### src/rtl/state_app_multi.sv
// Front-panel mode controller: IDLE -> LED sweep -> MOTOR stepping/counting -> HOLD.
// Inputs are synchronised internally, and every output comes from a register or a direct decode of one.
module state_app_multi #(
    parameter int LED_CH     = 4,
    parameter int LED_CNT_W  = 8,
    parameter int NUM_DIGITS = 4,
    parameter int STEP_DIV   = 4,
    parameter int SCAN_DIV   = 1024
) (
    input  logic                  clk,
    input  logic                  rst,
    input  logic                  mode,
    input  logic                  dir,
    input  logic                  motor_sense,
    output logic [LED_CH-1:0]     fled_r,
    output logic [LED_CH-1:0]     fled_g,
    output logic [LED_CH-1:0]     fled_b,
    output logic [3:0]            step_motor,
    output logic [7:0]            seg_dat,
    output logic [NUM_DIGITS-1:0] seg_com
);
    localparam logic [1:0] S_IDLE  = 2'd0;
    localparam logic [1:0] S_LED   = 2'd1;
    localparam logic [1:0] S_MOTOR = 2'd2;
    localparam logic [1:0] S_HOLD  = 2'd3;

    localparam int STEP_W = (STEP_DIV > 1) ? $clog2(STEP_DIV) : 1;
    localparam int SCAN_W = (SCAN_DIV > 1) ? $clog2(SCAN_DIV) : 1;
    localparam int DIG_W  = (NUM_DIGITS > 1) ? $clog2(NUM_DIGITS) : 1;
    localparam logic [STEP_W-1:0] STEP_LAST = STEP_W'(STEP_DIV - 1);
    localparam logic [SCAN_W-1:0] SCAN_LAST = SCAN_W'(SCAN_DIV - 1);
    localparam logic [DIG_W-1:0]  DIG_LAST  = DIG_W'(NUM_DIGITS - 1);

    logic r_mode_s1, r_mode_s2, r_mode_d, r_mode_pulse;
    logic r_sense_s1, r_sense_s2, r_sense_d, r_sense_pulse;
    logic r_dir_s1, r_dir_s2;
    logic [1:0] r_state;
    logic [LED_CNT_W-1:0] r_cnt_fled;
    logic [STEP_W-1:0] r_presc;
    logic [1:0] r_phase;
    logic [3:0] r_step_motor;
    logic [3:0] w_phase_pat;
    logic [3:0] r_bcd [NUM_DIGITS];
    logic [NUM_DIGITS-1:0] w_carry;
    logic [SCAN_W-1:0] r_scan_cnt;
    logic [DIG_W-1:0] r_scan_dig;
    logic [NUM_DIGITS-1:0] w_com_sel;
    logic [3:0] w_digit;
    logic [7:0] r_seg_dat;
    logic [NUM_DIGITS-1:0] r_seg_com;

    function automatic logic [7:0] seg_encode(input logic [3:0] d);
        logic [7:0] s;
        case (d)
            4'd0: s = 8'hFC;
            4'd1: s = 8'h60;
            4'd2: s = 8'hDA;
            4'd3: s = 8'hF2;
            4'd4: s = 8'h66;
            4'd5: s = 8'hB6;
            4'd6: s = 8'hBE;
            4'd7: s = 8'hE0;
            4'd8: s = 8'hFE;
            4'd9: s = 8'hE6;
            default: s = 8'h00;
        endcase
        return s;
    endfunction

    // Edge pulses are registered so the state/count update lands three edges after sampling.
    always_ff @(posedge clk) begin
        if (rst) begin
            r_mode_s1     <= 1'b0;
            r_mode_s2     <= 1'b0;
            r_mode_d      <= 1'b0;
            r_mode_pulse  <= 1'b0;
            r_sense_s1    <= 1'b0;
            r_sense_s2    <= 1'b0;
            r_sense_d     <= 1'b0;
            r_sense_pulse <= 1'b0;
            r_dir_s1      <= 1'b0;
            r_dir_s2      <= 1'b0;
        end else begin
            r_mode_s1     <= mode;
            r_mode_s2     <= r_mode_s1;
            r_mode_d      <= r_mode_s2;
            r_mode_pulse  <= r_mode_s2 & ~r_mode_d;
            r_sense_s1    <= motor_sense;
            r_sense_s2    <= r_sense_s1;
            r_sense_d     <= r_sense_s2;
            r_sense_pulse <= r_sense_s2 & ~r_sense_d;
            r_dir_s1      <= dir;
            r_dir_s2      <= r_dir_s1;
        end
    end

    always_ff @(posedge clk) begin
        if (rst) begin
            r_state <= S_IDLE;
        end else if (r_mode_pulse) begin
            r_state <= r_state + 2'd1;
        end
    end

    always_ff @(posedge clk) begin
        if (rst || r_state != S_LED) begin
            r_cnt_fled <= '0;
        end else begin
            r_cnt_fled <= r_cnt_fled + LED_CNT_W'(1);
        end
    end

    assign fled_r = {LED_CH{r_cnt_fled[LED_CNT_W-1]}};
    assign fled_g = {LED_CH{r_cnt_fled[LED_CNT_W-2]}};
    assign fled_b = {LED_CH{r_cnt_fled[LED_CNT_W-3]}};

    always_ff @(posedge clk) begin
        if (rst || r_state != S_MOTOR) begin
            r_presc <= '0;
            r_phase <= 2'd0;
        end else if (r_presc == STEP_LAST) begin
            r_presc <= '0;
            r_phase <= r_dir_s2 ? r_phase + 2'd1 : r_phase - 2'd1;
        end else begin
            r_presc <= r_presc + STEP_W'(1);
        end
    end

    always_comb begin
        w_phase_pat = 4'b1100;
        case (r_phase)
            2'd0: w_phase_pat = 4'b1100;
            2'd1: w_phase_pat = 4'b0110;
            2'd2: w_phase_pat = 4'b0011;
            2'd3: w_phase_pat = 4'b1001;
            default: w_phase_pat = 4'b1100;
        endcase
    end

    always_ff @(posedge clk) begin
        if (rst || r_state != S_MOTOR) begin
            r_step_motor <= 4'b0000;
        end else begin
            r_step_motor <= w_phase_pat;
        end
    end

    assign step_motor = r_step_motor;

    // Ripple carry: a digit advances only when every lower digit is 9.
    assign w_carry[0] = r_sense_pulse;
    generate
        for (genvar gi = 1; gi < NUM_DIGITS; gi++) begin : g_carry
            assign w_carry[gi] = w_carry[gi-1] & (r_bcd[gi-1] == 4'd9);
        end
    endgenerate

    always_ff @(posedge clk) begin
        if (rst || r_state == S_IDLE || r_state == S_LED) begin
            for (int i = 0; i < NUM_DIGITS; i++) begin
                r_bcd[i] <= 4'd0;
            end
        end else if (r_state == S_MOTOR) begin
            for (int i = 0; i < NUM_DIGITS; i++) begin
                if (w_carry[i]) begin
                    r_bcd[i] <= (r_bcd[i] == 4'd9) ? 4'd0 : r_bcd[i] + 4'd1;
                end
            end
        end
    end

    always_ff @(posedge clk) begin
        if (rst) begin
            r_scan_cnt <= '0;
            r_scan_dig <= '0;
        end else if (r_scan_cnt == SCAN_LAST) begin
            r_scan_cnt <= '0;
            r_scan_dig <= (r_scan_dig == DIG_LAST) ? '0 : r_scan_dig + DIG_W'(1);
        end else begin
            r_scan_cnt <= r_scan_cnt + SCAN_W'(1);
        end
    end

    generate
        for (genvar gi = 0; gi < NUM_DIGITS; gi++) begin : g_com
            assign w_com_sel[gi] = (r_scan_dig == DIG_W'(gi));
        end
    endgenerate

    assign w_digit = r_bcd[r_scan_dig];

    always_ff @(posedge clk) begin
        if (rst || r_state == S_IDLE || r_state == S_LED) begin
            r_seg_dat <= 8'h00;
            r_seg_com <= '1;
        end else begin
            r_seg_dat <= seg_encode(w_digit);
            r_seg_com <= ~w_com_sel;
        end
    end

    assign seg_dat = r_seg_dat;
    assign seg_com = r_seg_com;
endmodule

### config.mk
export PLATFORM = sky130hd
export DESIGN_NAME = state_app_multi
export DESIGN_NICKNAME = d
export VERILOG_FILES = /design/src/rtl/state_app_multi.sv
export SDC_FILE = /design/constraint.sdc
export NUM_CORES = 1
export LEC_CHECK = 0
export ABC_CLOCK_PERIOD_IN_PS = 1820
export CORE_ASPECT_RATIO = 1.2
export CORE_MARGIN = 1
export CORE_UTILIZATION = 51
export DETAILED_ROUTE_END_ITERATION = 12
export GPL_ROUTABILITY_DRIVEN = 1
export PLACE_DENSITY = 0.82
export SYNTH_ARGS = -nofsm -noshare
export SYNTH_HDL_FRONTEND = slang
export SYNTH_SLANG_ARGS = --single-unit
### constraint.sdc
create_clock -name clk -period 1.82 [get_ports clk]
set_input_delay 0.364 -clock clk [delete_from_list [all_inputs] [get_ports clk]]
set_output_delay 0.364 -clock clk [all_outputs]
set_load 0.02 [all_outputs]
==> flow_results.xml <==
<?xml version="1.0" encoding="UTF-8"?>
<metrics>
  <group name="cts">
    <metric name="clock_tree.htree_level_count" unit="">3</metric>
    <metric name="clockRootBuffer" unit="">clkbuf_8</metric>
    <metric name="cts_sinks" unit="">69</metric>
    <metric name="clk-insertion-delay-late" unit="ps">350</metric>
    <metric name="cts_buffers" unit="">9</metric>
    <metric name="worst_setup_hold_path_clk_slew" unit="ps">80</metric>
    <metric name="clock_path_buffers" unit="">2</metric>
    <metric name="cts_tree" unit="">done</metric>
  </group>
  <group name="die">
    <metric name="fp.dieArea" unit="sq um">6490</metric>
    <metric name="floorplan.die.height" unit="um">88.1</metric>
    <metric name="floorplan.rows" unit="">31</metric>
    <metric name="io_pins" unit="">33</metric>
    <metric name="coreArea" unit="sq um">6010</metric>
    <metric name="fp.dieW" unit="um">73.7</metric>
    <metric name="initial_core_util" unit="%">52.4</metric>
  </group>
  <group name="worst_setup_path">
    <metric name="crit_family" unit="">multiplexers</metric>
    <metric name="timing.critical_path.cells" unit="">mux4_2, buf_6, ha_2, mux2_4, o22ai_2</metric>
    <metric name="wp_buf_inv" unit="">1</metric>
    <metric name="timing_worst_setup_path_type" unit="">flip-flop to flip-flop</metric>
    <metric name="critPathMaxFanout" unit="">4</metric>
    <metric name="wp_data_required" unit="ps">2100</metric>
    <metric name="worst_path_max_delay_cell" unit="">mux4_2</metric>
    <metric name="timing.critical_path.slowest_cell_delay" unit="ps">530</metric>
    <metric name="worstSetupEndpointType" unit="">flip-flop</metric>
    <metric name="timing.critical_path.arrival" unit="ps">2050</metric>
    <metric name="r2r_slack" unit="ps">50</metric>
    <metric name="setup.worst_path.start_class" unit="">flip-flop</metric>
  </group>
  <group name="sta">
    <metric name="period_utilization" unit="%">97.1</metric>
    <metric name="timing_limited_maximum_frequency" unit="GHz">0.566</metric>
    <metric name="fin_worst_hold_slack" unit="ps">387</metric>
    <metric name="final-hold-violation-count" unit="">0</metric>
    <metric name="fin_crit" unit="ps">1770</metric>
    <metric name="finalMaxSlewViolations" unit="">0</metric>
    <metric name="final-setup-viol-count" unit="">0</metric>
    <metric name="fin_skew" unit="ps">14.5</metric>
  </group>
  <group name="cells_and_area">
    <metric name="final_core_util" unit="%">64.5</metric>
    <metric name="area.growth.synth_to_final" unit="%">23.1</metric>
    <metric name="final_cells" unit="">440</metric>
    <metric name="finish.instance_area" unit="sq um">3870</metric>
    <metric name="fillCellCount" unit="">483</metric>
    <metric name="most-common-layout-cells" unit="">51 x dfxtp_1, 44 x nor2_1, 27 x ha_1</metric>
    <metric name="leading_cell_type_in_the_layout_fill_and_taps_excluded" unit="">dfxtp_1</metric>
    <metric name="layout.nets" unit="">386</metric>
    <metric name="post_route_cells_drive_above_1_share" unit="%">16.2</metric>
    <metric name="n_antenna_cell" unit="">0</metric>
  </group>
  <group name="drt">
    <metric name="via_count" unit="">2162</metric>
    <metric name="count_of_unresolved_drc_violations_after_routing" unit="">0</metric>
    <metric name="drt-wirelength-per-cell" unit="um">12.8</metric>
    <metric name="wirelength" unit="mm">5.63</metric>
    <metric name="first_pass_iters" unit="">4</metric>
    <metric name="initialDrtViolationCount" unit="">65</metric>
    <metric name="ant_nets" unit="">0</metric>
    <metric name="post_drt_via_cell_ratio" unit="">4.91</metric>
  </group>
  <group name="outcome">
    <metric name="status" unit="">complete, no violations</metric>
  </group>
  <group name="pwr">
    <metric name="p_leak" unit="nW">1.67</metric>
    <metric name="powerDensity" unit="nW/um^2">798</metric>
    <metric name="power.total" unit="W">0.00309</metric>
    <metric name="p_sw_share" unit="%">22.0</metric>
    <metric name="clock_power_share" unit="%">44.1</metric>
    <metric name="power.combinational.fraction" unit="%">3.9</metric>
    <metric name="internal_power" unit="W">0.00241</metric>
    <metric name="max-vdd-ir-drop" unit="mV">0.730</metric>
    <metric name="power.net_switching" unit="W">0.000679</metric>
    <metric name="power.sequential.fraction" unit="%">52.0</metric>
  </group>
  <group name="synth">
    <metric name="postSynth.asyncResetShare" unit="%">0</metric>
    <metric name="synth_warnings" unit="">0</metric>
    <metric name="synth-edff-count" unit="">16</metric>
    <metric name="mappedNetlistArea" unit="sq um">3150</metric>
    <metric name="synth.avg_cell_area" unit="sq um">10.2</metric>
    <metric name="ys_seq_elements" unit="">69</metric>
    <metric name="postSynthNetCount" unit="">341</metric>
    <metric name="synth-main-ff-cell" unit="">dfxtp_1</metric>
    <metric name="synth.yosys.seq_area_share" unit="%">49.0</metric>
    <metric name="synthDistinctLibCells" unit="">43</metric>
    <metric name="post_syn_instances" unit="">308</metric>
  </group>
  <group name="job">
    <metric name="max_cap_viol_count" unit="">0</metric>
  </group>
  <group name="place">
    <metric name="routability_congestion_estimate" unit="">0.815</metric>
    <metric name="dp_hpwl" unit="mm">3.99</metric>
    <metric name="dpl-instance-area" unit="sq um">3560</metric>
    <metric name="placedCellCount" unit="">419</metric>
    <metric name="portBuffers" unit="">31</metric>
  </group>
  <group name="global_route">
    <metric name="largest_net_degree_at_the_start_of_global_routing" unit="">21</metric>
    <metric name="grt_pass1_wl" unit="mm">8.94</metric>
    <metric name="grt_pass1_vias" unit="">2071</metric>
    <metric name="globalRouteTotalUtil" unit="%">18.8</metric>
    <metric name="gr-total-overflow" unit="">0</metric>
    <metric name="grt_antenna_before_repair" unit="">0</metric>
  </group>
  <group name="min_path">
    <metric name="hp-class" unit="">flip-flop to flip-flop</metric>
  </group>
</metrics>
## power by group through the flow
stage / registers (W) / logic [W] / clock network, W
6_report: 0.00161 / 0.000120 / 0.00136
5_1_grt: 0.00161 / 0.000134 / 0.00144
4_1_cts: 0.00161 / 0.000118 / 0.00139
3_5_place_dp: 0.00164 / 0.000115 / 0
3_3_place_gp: 0.00164 / 0.000111 / 0
2_1_floorplan: 0.00164 / 0.0000679 / 0
## per-layer routing
metal | up-vias | part of all wire [%] | GRT usage (%)
met1 | 1018 | 41 | 20.3
met5 | - | 0 | 0
met3 | 7 | 3.2 | 5.52
li1 | 1097 | - | -
met4 | 0 | 1.6 | 8.57
met2 | 40 | 55 | 33.5
## what timing repair did
action                     CTS  global route
gates resized for setup      3            23
pin swaps                    1             2
setup endpoints to repair   15            31
setup buffers                5             0
hold buffers                 0             0
## cell usage after synthesis (all sizes together) (3+ instances only)
library cell,number,area (sq um)
a21oi,7,35.0
and3,3,18.8
buf,17,123
clkbuf,3,11.3
dfxtp,53,1060
edfxtp,16,480
ha,28,350
inv,20,75.1
mux2i,7,70.1
mux4,3,71.3
nand2,18,67.6
nand2b,5,38.8
nand3,15,75.1
nand3b,4,30.0
nor2,47,179
nor2b,10,62.6
nor3,6,35.0
o21ai,5,25.0
o22ai,3,25.0
xnor2,12,105
xor2,10,87.6
## path summary, 6_finish.rpt
| path | start | end | cells after the start |
|---|---|---|---|
| worst max-delay path | r_bcd[0][0] | seg_dat[7] | 5 |
| worst min-delay path | r_sense_d | r_sense_pulse | 1 |
| worst max register to register | r_bcd[0][0] | seg_dat[7] | 5 |
| worst min register to register | r_sense_d | r_sense_pulse | 1 |
## final cells by class
type / count / area [sq um] / area share [%]
inverter: 20 / 75.1 / 1.94
clock inverter: 5 / 62.6 / 1.61
sequential: 69 / 1540 / 39.8
multi-input combinational: 199 / 1420 / 36.6
clock buffer: 11 / 163 / 4.20
tap: 82 / 103 / 2.65
timing repair buffer: 54 / 509 / 13.1
## state kept, by name (all words and copies together), names as in the netlist, 2 cells and up, named ones only
name	cells
seg_com	4
r_scan_cnt	10
seg_dat	7
step_motor	4
r_cnt_fled	8
r_state	2
r_scan_dig	2
r_phase	2
r_bcd	16
r_presc	2
## stage by stage
stage,worst slack [ps],TNS [ps]
6_report,52.9,0
5_1_grt,-7.58,-7.58
4_1_cts,5.39,0
3_5_place_dp,-126,-955
3_3_place_gp,-92.4,-474
2_1_floorplan,34.1,0
## worst register-to-register path: cells and delay by family (launching register included)
family | cells | cell delay [ps]
DFF | 1 | 470
muxes | 2 | 810
AOI/OAI and AO/OA | 1 | 110
buffers and inverters | 1 | 140
adders and majority gates | 1 | 170
## cells by family (layout without fill, tap and decap cells)
| kind of cell | count (synthesis) | after routing | share of synthesized area [%] |
|---|---|---|---|
| and+or+nand+nor | 116 | 116 | 17.8 |
| other | 1 | 1 | 0.119 |
| AOI/OAI and AO/OA | 20 | 20 | 3.90 |
| buffers and inverters | 40 | 90 | 6.64 |
| muxes | 12 | 12 | 5.33 |
| DFF | 69 | 69 | 49.0 |
| xor gates and xnor gates | 22 | 22 | 6.12 |
| adders and majority gates | 28 | 28 | 11.1 |
Power figures use the tool's default switching activity.
==> patch: new RTL, config.mk and constraints unchanged <==
Add an input register stage for `mode`, `dir` and `motor_sense`, with the module's reset; this delays them by one clock.
--- a/src/rtl/state_app_multi.sv
+++ b/src/rtl/state_app_multi.sv
@@ -31,6 +31,22 @@
     localparam logic [SCAN_W-1:0] SCAN_LAST = SCAN_W'(SCAN_DIV - 1);
     localparam logic [DIG_W-1:0]  DIG_LAST  = DIG_W'(NUM_DIGITS - 1);
 
+    logic mode_q;
+    logic dir_q;
+    logic motor_sense_q;
+
+    always_ff @(posedge clk) begin
+        if (rst) begin
+            mode_q        <= '0;
+            dir_q         <= '0;
+            motor_sense_q <= '0;
+        end else begin
+            mode_q        <= mode;
+            dir_q         <= dir;
+            motor_sense_q <= motor_sense;
+        end
+    end
+
     logic r_mode_s1, r_mode_s2, r_mode_d, r_mode_pulse;
     logic r_sense_s1, r_sense_s2, r_sense_d, r_sense_pulse;
     logic r_dir_s1, r_dir_s2;
@@ -81,15 +97,15 @@
             r_dir_s1      <= 1'b0;
             r_dir_s2      <= 1'b0;
         end else begin
-            r_mode_s1     <= mode;
+            r_mode_s1     <= mode_q;
             r_mode_s2     <= r_mode_s1;
             r_mode_d      <= r_mode_s2;
             r_mode_pulse  <= r_mode_s2 & ~r_mode_d;
-            r_sense_s1    <= motor_sense;
+            r_sense_s1    <= motor_sense_q;
             r_sense_s2    <= r_sense_s1;
             r_sense_d     <= r_sense_s2;
             r_sense_pulse <= r_sense_s2 & ~r_sense_d;
-            r_dir_s1      <= dir;
+            r_dir_s1      <= dir_q;
             r_dir_s2      <= r_dir_s1;
         end
     end
Function: changed (a bounded check fails within 10 cycles, from zero or initial values and one cycle with rst high).
==> patch against the unedited design <==
Sequential cell count grew 3; sequential share of layout area grew 1.9 points; utilization shrank 1.0 points; sequential power grew 3%; combinational power shrank 30%; power shrank 7.6%; synthesized area grew 1.4%; first-iteration DRC count grew 42%; wire length shrank 2.9%; setup slack gained 9.9 ps; final area shrank 0.97%.
==> patch: results (changes against the unedited design) <==
| Metric | Value |
|---|---|
| Outcome | completed |
| Drt total wl | 5470 um (-2.9%) |
| Met1 Resource Use GR | 0.193 (-0.0108) |
| Yosys cell types | 37 (-14%) |
| Crit-path max FO | 5 (+1) |
| Met3 Wirelength | 204 um (+12%) |
| Vias in the first global route | 1973 (-4.7%) |
| First-pass GRT wire length | 8480 um (-5.2%) |
| Seq/Total Area, Yosys | 0.502 (+0.0119) |
| Synth area leaders | dfxtp_1 (35%), edfxtp_1 (15%), ha_1 (11%) |
| Worst Setup SP | r_cnt_fled[7]$_SDFF_PP0_ |
| P per Cell Area | 744 nW/um2 (-6.7%) |
| Pin count of the biggest net entering global routing | 24 (+14%) |
| Placed wire-length estimate | 3940 um (-1.5%) |
| Req. time, crit path | 1460 ps (-640 ps) |
| M1 WL | 2400 um (+4.5%) |
| Reg2reg end | r_bcd[3][1]$_SDFFCE_PP0P_ |
| Max incr delay on CP | 640 ps (+110 ps) |
| VDD IR max | 0.494 mV (-32%) |
| DRT iter0 DRCs | 92 (+42%) |
| GP Congestion | 0.803 (-1.4%) |
| Vias/cell | 4.94 (+0.60%) |
| GR Util met3 | 0.0547 (-0.000566) |
| Met2 WL | 2780 um (-9.3%) |
| Worst reg2reg path depth | 7 (+2) |
| Post-CTS resize count | 2 (-1) |
[patch: changes by cell type after synthesis, moves of 2 or more]
cell | before | now
dfxtp_1 | 53 | 56
nor2_1 | 46 | 48
o22ai_1 | 2 | 0
nand2_1 | 18 | 11
xnor2_1 | 12 | 14
nor2b_1 | 10 | 13
clkbuf_1 | 3 | 5
xor2_1 | 10 | 8
nor3_1 | 5 | 7
buf_2 | 2 | 0
nand2b_1 | 4 | 6
[patch: per-stage QoR]
| step | utilization | setup slack, ps | instance area (um2) | std cells |
|---|---|---|---|---|
| after CTS | 0.623 | 7.12 | 3770 | 435 |
| final | 0.634 | 62.8 | 3840 | 439 |
| after detailed placement | 0.596 | -64.6 | 3610 | 419 |
| after global placement | 0.596 | -47.2 | 3610 | 419 |
| after global routing | 0.634 | -45.6 | 3840 | 439 |
| after floorplan | - | 66.6 | 3190 | 308 |
[patch: area by class of cell]
| class | count | area (um2) |
|---|---|---|
| clock buffer | 9 | 124 |
| timing repair buffer | 52 | 484 |
| clock inverter | 7 | 46.3 |
| tap | 82 | 103 |
| sequential | 72 | 1600 |
| fill | 502 | 2210 |
| inverter | 19 | 71.3 |
| multi-input combinational | 198 | 1410 |
[patch: cells by family after synthesis]
family                   after synthesis  synth area share
adder cells (fa/ha/maj)               28             0.110
AND/OR/NAND/NOR                      118             0.182
multiplexers                          10            0.0482
other                                  1           0.00117
XOR/XNOR                              22            0.0603
buffers and inverters                 38            0.0623
AO/OA/AOI/OAI                         19            0.0349
flip-flops                            72             0.502
[patch: power groups by stage]
stage               Sequential, mW  Clock [mW]  Combinational (mW)
finish                        1.66        1.11              0.0837
detailed placement            1.70           0              0.0819
floorplan                     1.70           0              0.0488
global route                  1.66        1.20              0.0933
global placement              1.70           0              0.0782
CTS                           1.66        1.13              0.0825
